==> src/rtl/sum_avg_stage_pkg.sv <==
// Shared definitions for the sum/average stage.
//   SUM_W  : width of the upstream sum and of the block average
//   BYTE_W : width of the upstream byte and of the block maximum
//   BLK_W  : width of the delivered-block counter
//   state_e: block FSM encoding
package sum_avg_stage_pkg;
  localparam int SUM_W  = 9;
  localparam int BYTE_W = 8;
  localparam int BLK_W  = 8;

  typedef enum logic [1:0] {
    IDLE = 2'd0,
    ACC  = 2'd1,
    HOLD = 2'd2
  } state_e;
endpackage

==> src/rtl/sum_avg_stage_max8.sv <==
// Combinational unsigned maximum of two bytes.
//   a, b : operands
//   y    : max(a, b)
module max8
  import sum_avg_stage_pkg::*;
(
  input  logic [BYTE_W-1:0] a,
  input  logic [BYTE_W-1:0] b,
  output logic [BYTE_W-1:0] y
);
  assign y = (a >= b) ? a : b;
endmodule

==> src/rtl/sum_avg_stage.sv <==
// Block statistics stage: collects N = 2**LOG2N samples, then presents the
// rounded mean of in_sum and the maximum in_byte until the consumer takes it.
//   clk, res            : clock, async active-low reset
//   in_valid/in_ready   : sample handshake (in_sum, in_byte)
//   out_valid/out_ready : result handshake (out_avg, out_max)
//   blk_cnt             : delivered blocks, modulo 256
module sum_avg_stage
  import sum_avg_stage_pkg::*;
#(
  parameter int LOG2N = 2
) (
  input  logic              clk,
  input  logic              res,
  input  logic              in_valid,
  input  logic [SUM_W-1:0]  in_sum,
  input  logic [BYTE_W-1:0] in_byte,
  output logic              in_ready,
  output logic              out_valid,
  input  logic              out_ready,
  output logic [SUM_W-1:0]  out_avg,
  output logic [BYTE_W-1:0] out_max,
  output logic [BLK_W-1:0]  blk_cnt
);
  localparam int N  = 1 << LOG2N;
  localparam int AW = SUM_W + LOG2N;  // N * 511 + N/2 still fits
  localparam int CW = LOG2N + 1;

  state_e             state_q, state_d;
  logic [AW-1:0]      acc_q, acc_d;
  logic [BYTE_W-1:0]  mx_q, mx_d;
  logic [CW-1:0]      cnt_q, cnt_d;
  logic [SUM_W-1:0]   avg_q, avg_d;
  logic [BYTE_W-1:0]  omax_q, omax_d;
  logic [BLK_W-1:0]   blk_q, blk_d;
  logic               in_ready_q, in_ready_d;
  logic               out_valid_q, out_valid_d;

  logic               accept;
  logic [BYTE_W-1:0]  mx_new;
  logic [AW-1:0]      acc_sum;
  logic [AW-1:0]      acc_rnd;

  max8 u_max8 (.a(mx_q), .b(in_byte), .y(mx_new));

  assign accept  = in_valid & in_ready_q;
  assign acc_sum = acc_q + AW'(in_sum);
  assign acc_rnd = acc_sum + AW'(N / 2);

  always_comb begin
    state_d = state_q;
    acc_d   = acc_q;
    mx_d    = mx_q;
    cnt_d   = cnt_q;
    avg_d   = avg_q;
    omax_d  = omax_q;
    blk_d   = blk_q;
    case (state_q)
      IDLE: if (accept) begin
        acc_d   = AW'(in_sum);
        mx_d    = in_byte;
        cnt_d   = CW'(1);
        state_d = ACC;
      end
      ACC: if (accept) begin
        acc_d = acc_sum;
        mx_d  = mx_new;
        cnt_d = cnt_q + CW'(1);
        if (cnt_q == CW'(N - 1)) begin
          state_d = HOLD;
          avg_d   = SUM_W'(acc_rnd >> LOG2N);
          omax_d  = mx_new;
        end
      end
      HOLD: if (out_ready) begin
        state_d = IDLE;
        blk_d   = blk_q + BLK_W'(1);
      end
      default: state_d = IDLE;
    endcase
    // Handshake outputs are registered from the next state so they line up
    // with the state they describe; drain and new accept never share an edge.
    in_ready_d  = (state_d != HOLD);
    out_valid_d = (state_d == HOLD);
  end

  always_ff @(posedge clk or negedge res) begin
    if (!res) begin
      state_q     <= IDLE;
      acc_q       <= '0;
      mx_q        <= '0;
      cnt_q       <= '0;
      avg_q       <= '0;
      omax_q      <= '0;
      blk_q       <= '0;
      in_ready_q  <= 1'b0;
      out_valid_q <= 1'b0;
    end else begin
      state_q     <= state_d;
      acc_q       <= acc_d;
      mx_q        <= mx_d;
      cnt_q       <= cnt_d;
      avg_q       <= avg_d;
      omax_q      <= omax_d;
      blk_q       <= blk_d;
      in_ready_q  <= in_ready_d;
      out_valid_q <= out_valid_d;
    end
  end

  assign in_ready  = in_ready_q;
  assign out_valid = out_valid_q;
  assign out_avg   = avg_q;
  assign out_max   = omax_q;
  assign blk_cnt   = blk_q;
endmodule
==> config.mk <==
export PLATFORM = sky130hd
export DESIGN_NAME = sum_avg_stage
export DESIGN_NICKNAME = d
export VERILOG_FILES = /design/src/rtl/sum_avg_stage_pkg.sv /design/src/rtl/sum_avg_stage_max8.sv /design/src/rtl/sum_avg_stage.sv
export SDC_FILE = /design/constraint.sdc
export NUM_CORES = 1
export LEC_CHECK = 0
export ABC_AREA = 1
export CAP_MARGIN = 10
export CORE_MARGIN = 2
export CORE_UTILIZATION = 30
export CTS_BUF_LIST = sky130_fd_sc_hd__clkbuf_4
export CTS_CLUSTER_SIZE = 30
export DETAILED_ROUTE_END_ITERATION = 6
export DONT_BUFFER_PORTS = 1
export PLACE_DENSITY_LB_ADDON = 0.05
export SYNTH_ARGS = -nofsm -noshare
export SYNTH_HDL_FRONTEND = slang
export SYNTH_SLANG_ARGS = --single-unit
==> constraint.sdc <==
create_clock -name clk -period 4.1 [get_ports clk]
set_clock_uncertainty 0.15 [all_clocks]
set_input_delay 0.615 -clock clk [delete_from_list [all_inputs] [get_ports clk]]
set_output_delay 0.615 -clock clk [all_outputs]
set_load 0.02 [all_outputs]
==> run summary, run 1 <==
The flow ran to the end, and the final reports show no timing, DRC or antenna violations. After synthesis, the netlist uses 37 different library cells. Fill cells in the final layout number 1177.

Summed over all layers, the global routing overflow is 0. The met3 layer usage reported by global route is 2.83%. A synthesized cell averages 7.80 µm². Counting flops and latches in the post-synthesis netlist gives 51. The post-cts resize count came out at 0. The post-route worst setup slack came out at 1.63 ns. The via count of the first global-routing pass is 2788. The routed length per placed instance is 15.6 µm. The final number of hold-violating endpoints came out at 0.

The maximum cell stage delay along the critical path came out at 0.71 ns. In the final layout, the multi-input gates occupy 0.00175 mm². The share of flip-flops with an asynchronous set or reset after synthesis came out at 100%. At the pin with the least slew margin, the transition time is 0.682 ns. The initial antenna violation count came out at 0. The combined flip-flop and latch cell area is 0.00128 mm². The cell occurring most often along the worst timing path is sky130_fd_sc_hd__inv_2. The number of DRC violations after detailed routing is 0.

The endpoint identified for the worst register-to-register timing path is out_max[4]$_DFFE_PN0P_. By area the synthesized netlist is led by sky130_fd_sc_hd__dfrtp_1, sky130_fd_sc_hd__nand2_1, sky130_fd_sc_hd__ha_1, sky130_fd_sc_hd__inv_1, sky130_fd_sc_hd__nand3_1. The initial core utilization came out at 30.5%. The clock sink total came out at 51. The pin count of the biggest net entering global routing is 52. In this run the worst hold path is classified as in -> reg.

Global routing used 16.2% of the available tracks across all layers. The post-synth design cell area is 0.00328 mm². The detailed placement HPWL came out at 6460 µm.

After synthesis, the largest area contributor takes up 39.0% of total cell area. The synthesized design spends more area on one cell type than any other, namely sky130_fd_sc_hd__dfrtp_1. When the netlist entered floorplanning its net count stood at 463. Setup repair after global routing left no endpoint under its margin. The slowest library cell on the worst path is sky130_fd_sc_hd__dfrtp_1. Synthesis produced 420 cells. Counting along the longest clock path gives a buffer depth of 2. The layer flagged by global routing as most heavily used is met2. The timing-limited maximum frequency is 405 MHz.

The number of diodes added for antenna fixing is 0. The final count of negative-setup-slack endpoints is 0. The clock tree root driver cell is sky130_fd_sc_hd__clkbuf_4. By count the netlist is led by sky130_fd_sc_hd__nand2_1, sky130_fd_sc_hd__dfrtp_1, sky130_fd_sc_hd__inv_1, sky130_fd_sc_hd__nand3_1, sky130_fd_sc_hd__o21ai_0.

The leakage power total came out at 0.00185 µW. The sequential element share of the synthesized area came out at 39.0%. In this run the post-CTS setup repair buffer count came out at 0. By instance count, the leading cell after synthesis is sky130_fd_sc_hd__nand2_1.

The net total in the final layout came out at 466. The arrival time reported for the critical path endpoint came out at 2.64 ns. STA classifies the critical path startpoint as a flip-flop. The detail route stage leaves a number of antenna-violating nets equal to 0. The count of pins on the block boundary came out at 48.

The worst setup path is captured at a flip-flop. The met1 track utilization from global routing is 21.0%. The area growth from synthesis to final layout is 7.94%. Measured along the y axis, the die boundary spans 108 µm. The buffering stage count on the worst path with inverters included is 3. The average via count per standard cell is 4.88. The post-route minimum period came out at 2.47 ns.

In this run the worst path has a maximum fanout of 24. The launch instance of the worst register-to-register path is state_q[0]$_DFF_PN0_. The final cell count without fillers is 564. The signal on the critical path passes through inv_2 > nor2_4 > inv_2 > nor2_2 > inv_2 > a21oi_1 > a21o_1. The largest voltage drop on the vdd net is 225 µV.

The worst-case setup slack after placement came out at 1.47 ns. The setup slack of the worst register-to-register path is 1.63 ns. The clock tree from TritonCTS is yes. At the end of the flow the core is filled with cells to 32.9%.

The total clock buffers created by CTS is 5. The number of detailed-routing iterations run before antenna repair came out at 4. The post-CTS clock slew at the launch and capture registers of the worst setup and hold paths is 0.19 ns. The beginning of the worst hold path is in_byte[1].

The setup total negative slack came out at 0 ns. The number of synthesis warnings is 0. The worst hold path endpoint is mx_q[1]$_DFFE_PN0P_.

The required time of the critical path is 4.27 ns. The core footprint is 0.0107 mm². Among all flip-flop cells after synthesis, the most frequent one is sky130_fd_sc_hd__dfrtp_1. The total wirelength of the detailed-routed design came out at 8800 µm. The die outline area is 0.0118 mm². The share of layout cells above drive strength 1 came out at 8.49%.

The ratio of final minimum period to clock period is 60.2%. The H-tree level count came out at 2. The total count of max-transition violations in the final report is 0. The gate family responsible for the most delay along the worst path is flip-flops.

The depth of the worst hold-timing path came out at 2. The clock latency on the worst-skew pair is 0.39 ns. For this design the ratio of total power to cell area is 776 mW/mm².

The number of vias in the routed layout is 2750. The met2 demand-to-capacity share in global routing is 28.2%. The count of buffers from port buffering is 0. In this run the core area contains 38 standard-cell rows. The first global-routing pass estimated 14600 µm of wire. The number of max-cap violations is 0. The routability congestion estimate came out at 0.830. Yosys mapped a number of flops with a built-in enable equal to 0. The critical path start-end classification is reg -> reg.

The instance count after placement with tap cells included came out at 554. For the worst flop-to-flop path, the logic depth is 7. The worst max-slew margin expressed relative to the limit came out at 54.3%. The count of routing violations after the opening detailed-route iteration is 120. The horizontal die dimension is 108 µm.
-- timing repair --
item,4_1_cts,5_1_grt
endpoints found under the hold margin,51,0
setup endpoints to repair,0,0
hold buffers,2,0
-- worst register-to-register path, stage by stage, from the launching register on --
cell and delay (ns):
sky130_fd_sc_hd__dfrtp_1 0.71, sky130_fd_sc_hd__inv_2 0.14, sky130_fd_sc_hd__nor2_4 0.41, sky130_fd_sc_hd__inv_2 0.22
sky130_fd_sc_hd__nor2_2 0.18, sky130_fd_sc_hd__inv_2 0.19, sky130_fd_sc_hd__a21oi_1 0.28, sky130_fd_sc_hd__a21o_1 0.11
-- routing by layer --
layer / share of wire (%) / vias to the layer above
met5: 0 / -
met4: 1.1 / 0
met3: 4.0 / 6
met2: 49 / 36
met1: 46 / 1307
li1: - / 1401
-- placed cells by master, fill, tap and decap left out, types with 2 or more instances in the layout --
cell type and n:
sky130_fd_sc_hd__a21o_1 6, sky130_fd_sc_hd__a21oi_1 17, sky130_fd_sc_hd__a31oi_1 2, sky130_fd_sc_hd__buf_4 2, sky130_fd_sc_hd__clkbuf_4 5, sky130_fd_sc_hd__dfrtp_1 51, sky130_fd_sc_hd__ha_1 21, sky130_fd_sc_hd__inv_1 49
sky130_fd_sc_hd__inv_2 3, sky130_fd_sc_hd__nand2_1 116, sky130_fd_sc_hd__nand2_2 3, sky130_fd_sc_hd__nand2_4 5, sky130_fd_sc_hd__nand3_1 33, sky130_fd_sc_hd__nand3_2 3, sky130_fd_sc_hd__nand3b_1 2, sky130_fd_sc_hd__nand4_1 14
sky130_fd_sc_hd__nor2_1 24, sky130_fd_sc_hd__nor2_2 4, sky130_fd_sc_hd__nor2_4 2, sky130_fd_sc_hd__o211ai_1 7, sky130_fd_sc_hd__o21ai_0 27, sky130_fd_sc_hd__o22ai_1 4, sky130_fd_sc_hd__xnor2_1 6, sky130_fd_sc_hd__xor2_1 3
-- where the power goes --
| part | switching (µW) | internal [µW] |
|---|---|---|
| Sequential | 271 | 699 |
| Clock | 185 | 129 |
| Combinational | 951 | 510 |
| Total | 1410 | 1340 |
-- flip-flops by register name (all words and copies together) (netlist names) --
register	count
cnt_q	3
out_max	8
out_avg	9
in_ready	1
mx_q	8
blk_cnt	8
acc_q	11
out_valid	1
state_q	2
-- per-stage QoR --
stage	power, µW	instance area [µm²]	hold WS, ns
5_1_grt	3030	3540	0.207
2_1_floorplan	2090	3280	0.169
4_1_cts	2790	3540	0.202
3_3_place_gp	2450	3420	0.171
3_5_place_dp	2450	3420	0.172
6_report	2740	3540	0.222
-- cell type report --
class	instances	share of cell area, %
sequential	51	36.1
clock inverter	3	1.24
inverter	53	5.63
tap	140	4.95
timing repair buffer	4	1.49
multi-input combinational	308	49.5
clock buffer	5	1.06
-- worst max-delay path by stage --
stage / cells after the start / startpoint / slack [ns] / to
after floorplan: 11 / in_sum[0] / 1.67 / out_avg[7]$_DFFE_PN0P_
after global placement: 12 / in_sum[0] / 1.50 / out_avg[5]$_DFFE_PN0P_
after detailed placement: 12 / in_sum[0] / 1.47 / out_avg[5]$_DFFE_PN0P_
after CTS: 7 / state_q[0]$_DFF_PN0_ / 1.52 / out_max[4]$_DFFE_PN0P_
after global routing: 7 / state_q[0]$_DFF_PN0_ / 1.40 / out_max[4]$_DFFE_PN0P_
final: 7 / state_q[0]$_DFF_PN0_ / 1.63 / out_max[4]$_DFFE_PN0P_
-- cell families (layout without fill, tap and decap cells) --
kind of cell | count (synthesis) | count (layout) | synth area share [%]
AND/OR/NAND/NOR | 211 | 211 | 30.7
AO/OA/AOI/OAI | 65 | 65 | 11.4
buffers and inverters | 61 | 65 | 7.56
flip-flops | 51 | 51 | 39.0
adder cells (fa/ha/maj) | 22 | 22 | 8.63
XOR/XNOR | 9 | 9 | 2.41
multiplexers | 1 | 1 | 0.344
(Power assumes the default switching activity.)
==> run 2, diff against run 1 <==
==> constraint.sdc (replaced) <==
create_clock -name clk -period 2.5 [get_ports clk]
set_clock_uncertainty 0.15 [all_clocks]
set_input_delay 0.375 -clock clk [delete_from_list [all_inputs] [get_ports clk]]
set_output_delay 0.375 -clock clk [all_outputs]
set_load 0.02 [all_outputs]
==> run 2 against run 1 <==
Via count shrank 1.5%. Sequential share of layout area shrank 1.1 points. Hold slack worse by 0.19 ns. Worst setup slack got worse by 1.5 ns. Critical endpoint is now out_avg[5]$_DFFE_PN0P_. Sequential power grew 61%. Non-clock buffer count up 13. Wire length grew 1.9%. Cell area up 3.3%. Sequential cell count unchanged. Critical path depth increased by 5. First-iteration DRC count down 13%. Clock power is 64% higher.
==> run summary, run 2 (same netlist as run 1, synthesis figures left out) <==
The flow ran to the end, and the final reports show no timing, DRC or antenna violations. The initial antenna violation count came out at 0. The setup slack of the worst register-to-register path is 0.18 ns. Detailed placement finished with a half-perimeter wire length of 6480 µm. At the end of routability-driven placement, the weighted congestion stood at 0.849.

Combinational logic burns 54.7% of the power. The final cell count without fillers came out at 577. The post-layout utilization of the core is 34.0%. The switching power came out at 2330 µW. The maximum cell stage delay along the critical path is 0.41 ns. Dividing total power by cell area gives a power density of 1250 mW/mm².

The instance count after placement with tap cells included came out at 560. The worst setup path is of the reg -> reg kind. In this run the vertical extent of the chip is 108 µm. The total congestion overflow after global routing is 0. The finished cells cover 0.00365 mm². 0 antenna diodes ended up in the layout. The count of buffers from port buffering came out at 0. The worst-path maximum fanout is 5.

Cell internal power was estimated by the tool at 2250 µW. The switching power share of the total came out at 50.8%. Setup repair after global routing left no endpoint under its margin. The total routing usage reported by global routing is 16.2%. The part of the power in the clock network came out at 11.2%. The die is 108 µm wide. The count of pins on the block boundary came out at 48. The total clock buffers created by CTS is 5.

The share of total power in sequential cells is 34.1%. The leakage power total came out at 0.00190 µW. The number of routed nets with antenna violations came out at 0. The post-detailed-placement cell area is 0.00346 mm². For this run, the detailed router's first-pass iteration total came to 4. The wire length the detailed router placed on met1 is 4310 µm. The number of buffers between clock root and the deepest sink came out at 2. The clock tree from TritonCTS is yes. The number of flip-flops under the largest register name came out at 11. The net total in the final layout is 479. The transition time of the tightest slew-check pin came out at 0.485 ns.

The clock latency on the worst-skew pair came out at 0.38 ns. Leaving out fill and tap cells, the most frequent cells in the layout are sky130_fd_sc_hd__nand2_1, sky130_fd_sc_hd__dfrtp_1, sky130_fd_sc_hd__inv_1. The post-route minimum period came out at 2.32 ns. The number of DRC violations after detailed routing is 0.

The number of post-CTS setup repair buffers is 0. The highest layer touched by signal routing is met4. The final count of negative-setup-slack endpoints is 0. The post-CTS clock slew at the launch and capture registers of the worst setup and hold paths is 0.17 ns.

The initialized floorplan defines 38 standard-cell rows. The largest voltage drop on the vdd net is 360 µV. The number of max-cap violations came out at 0. The global-route wire length before repair came out at 14600 µm. Ranked by flip-flop count, first place goes to acc_q. The slowest library cell on the worst path is sky130_fd_sc_hd__dfrtp_1. Summed over all nets, wire length on met2 after detailed routing comes to 4310 µm. Leaving out fill and tap cells, the most frequent cell in the layout is sky130_fd_sc_hd__nand2_1. The total wirelength of the detailed-routed design came out at 8970 µm.

The die outline area is 0.0118 mm². The via count of the first global-routing pass was 2769. The setup total negative slack came out at 0 ns.

The share of layout cells above drive strength 1 came out at 9.61%. After layout, the design draws a total of 4580 µW. The critical path goes through ha_1 > fa_2 > nand2_1 > nand2_1 > inv_1 > ha_1 > inv_1 > nor3_4 > nand3_1 > nand2_1 > nand3_1 > nand2_1. The clock sink total came out at 51. The core footprint is 0.0107 mm². The initial core utilization came out at 30.5%. The number of vias in the routed layout came out at 2710.

The H-tree level count is 2. In this run the clock root is driven by a sky130_fd_sc_hd__clkbuf_4. Compared with the post-synthesis result, the final layout area differs by 11.5%. The routed length per placed instance came out at 15.5 µm.

The worst max-slew margin expressed relative to the limit came out at 67.6%. The arrival time reported for the critical path endpoint came out at 2.50 ns. Based on the critical path, the design can be clocked at up to 431 MHz.

The ratio of final minimum period to clock period came out at 92.9%. The count of routing violations after the opening detailed-route iteration came out at 105. The total count of max-transition violations in the final report came out at 0. The critical path launch point type is a flip-flop. The average via count per standard cell came out at 4.70.

The required time of the critical path came out at 2.68 ns. The pin count of the biggest net entering global routing is 52. The path class of the tightest hold or removal check is in -> reg. The detailed-routed wire length on met3 came out at 300 µm. The cell that appears most often on the critical path is sky130_fd_sc_hd__nand2_1. The worst setup path is captured at a flip-flop.

The final number of hold-violating endpoints was 0.
## run 2: area by class of cell
class	instances	area, µm²
Fill cell	1173	7090
Tap cell	140	175
Timing Repair Buffer	17	168
Clock inverter	3	42.5
Sequential cell	51	1280
Multi-Input combinational cell	308	1750
Clock buffer	5	37.5
Inverter	53	199
## run 2: repair_timing
| item | CTS | global route |
|---|---|---|
| hold endpoints to repair | 58 | 0 |
| hold buffers | 9 | 0 |
| setup endpoints to repair | 0 | 4 |
| gates resized for setup | 0 | 2 |
## run 2: power by group through the flow
stage                     clock [µW]  sequential, µW  combinational (µW)
after floorplan                    0            1520                1900
after global placement             0            1580                2480
after detailed placement           0            1590                2490
after CTS                        551            1570                2550
after global routing             575            1610                2880
final                            514            1560                2510
## run 2: path summary, 6_finish.rpt
check,start,endpoint,cells past startpoint
worst max-delay path,acc_q[0]$_DFFE_PN0P_,out_avg[5]$_DFFE_PN0P_,12
min in group asynchronous,res,acc_q[7]$_DFFE_PN0P_,2
worst min register to register,acc_q[6]$_DFFE_PN0P_,acc_q[6]$_DFFE_PN0P_,2
max in group asynchronous,res,acc_q[0]$_DFFE_PN0P_,2
worst max register to register,acc_q[0]$_DFFE_PN0P_,out_avg[5]$_DFFE_PN0P_,12
worst min-delay path,in_sum[0],acc_q[0]$_DFFE_PN0P_,2
## run 2: routing by layer
layer	global-route usage, %	vias to the layer above
li1	-	1419
met1	21.7	1246
met2	27.7	41
met3	2.47	4
met4	3.02	0
met5	0	-
## run 2: critical path: cells and delay by family, from the launching register on
| kind | cells | cell delay, ns |
|---|---|---|
| flops | 1 | 0.41 |
| fa+ha+maj | 3 | 0.80 |
| buf+inv | 2 | 0.16 |
| simple gates | 7 | 0.76 |
## run 2: per-stage QoR
stage | setup WS (ns) | hold slack [ns]
2_1_floorplan | 0.314 | -0.0706
6_report | 0.178 | 0.0304
4_1_cts | 0.0886 | 0.00206
5_1_grt | 0.000826 | 0.0117
3_5_place_dp | 0.106 | -0.0681
3_3_place_gp | 0.150 | -0.0689
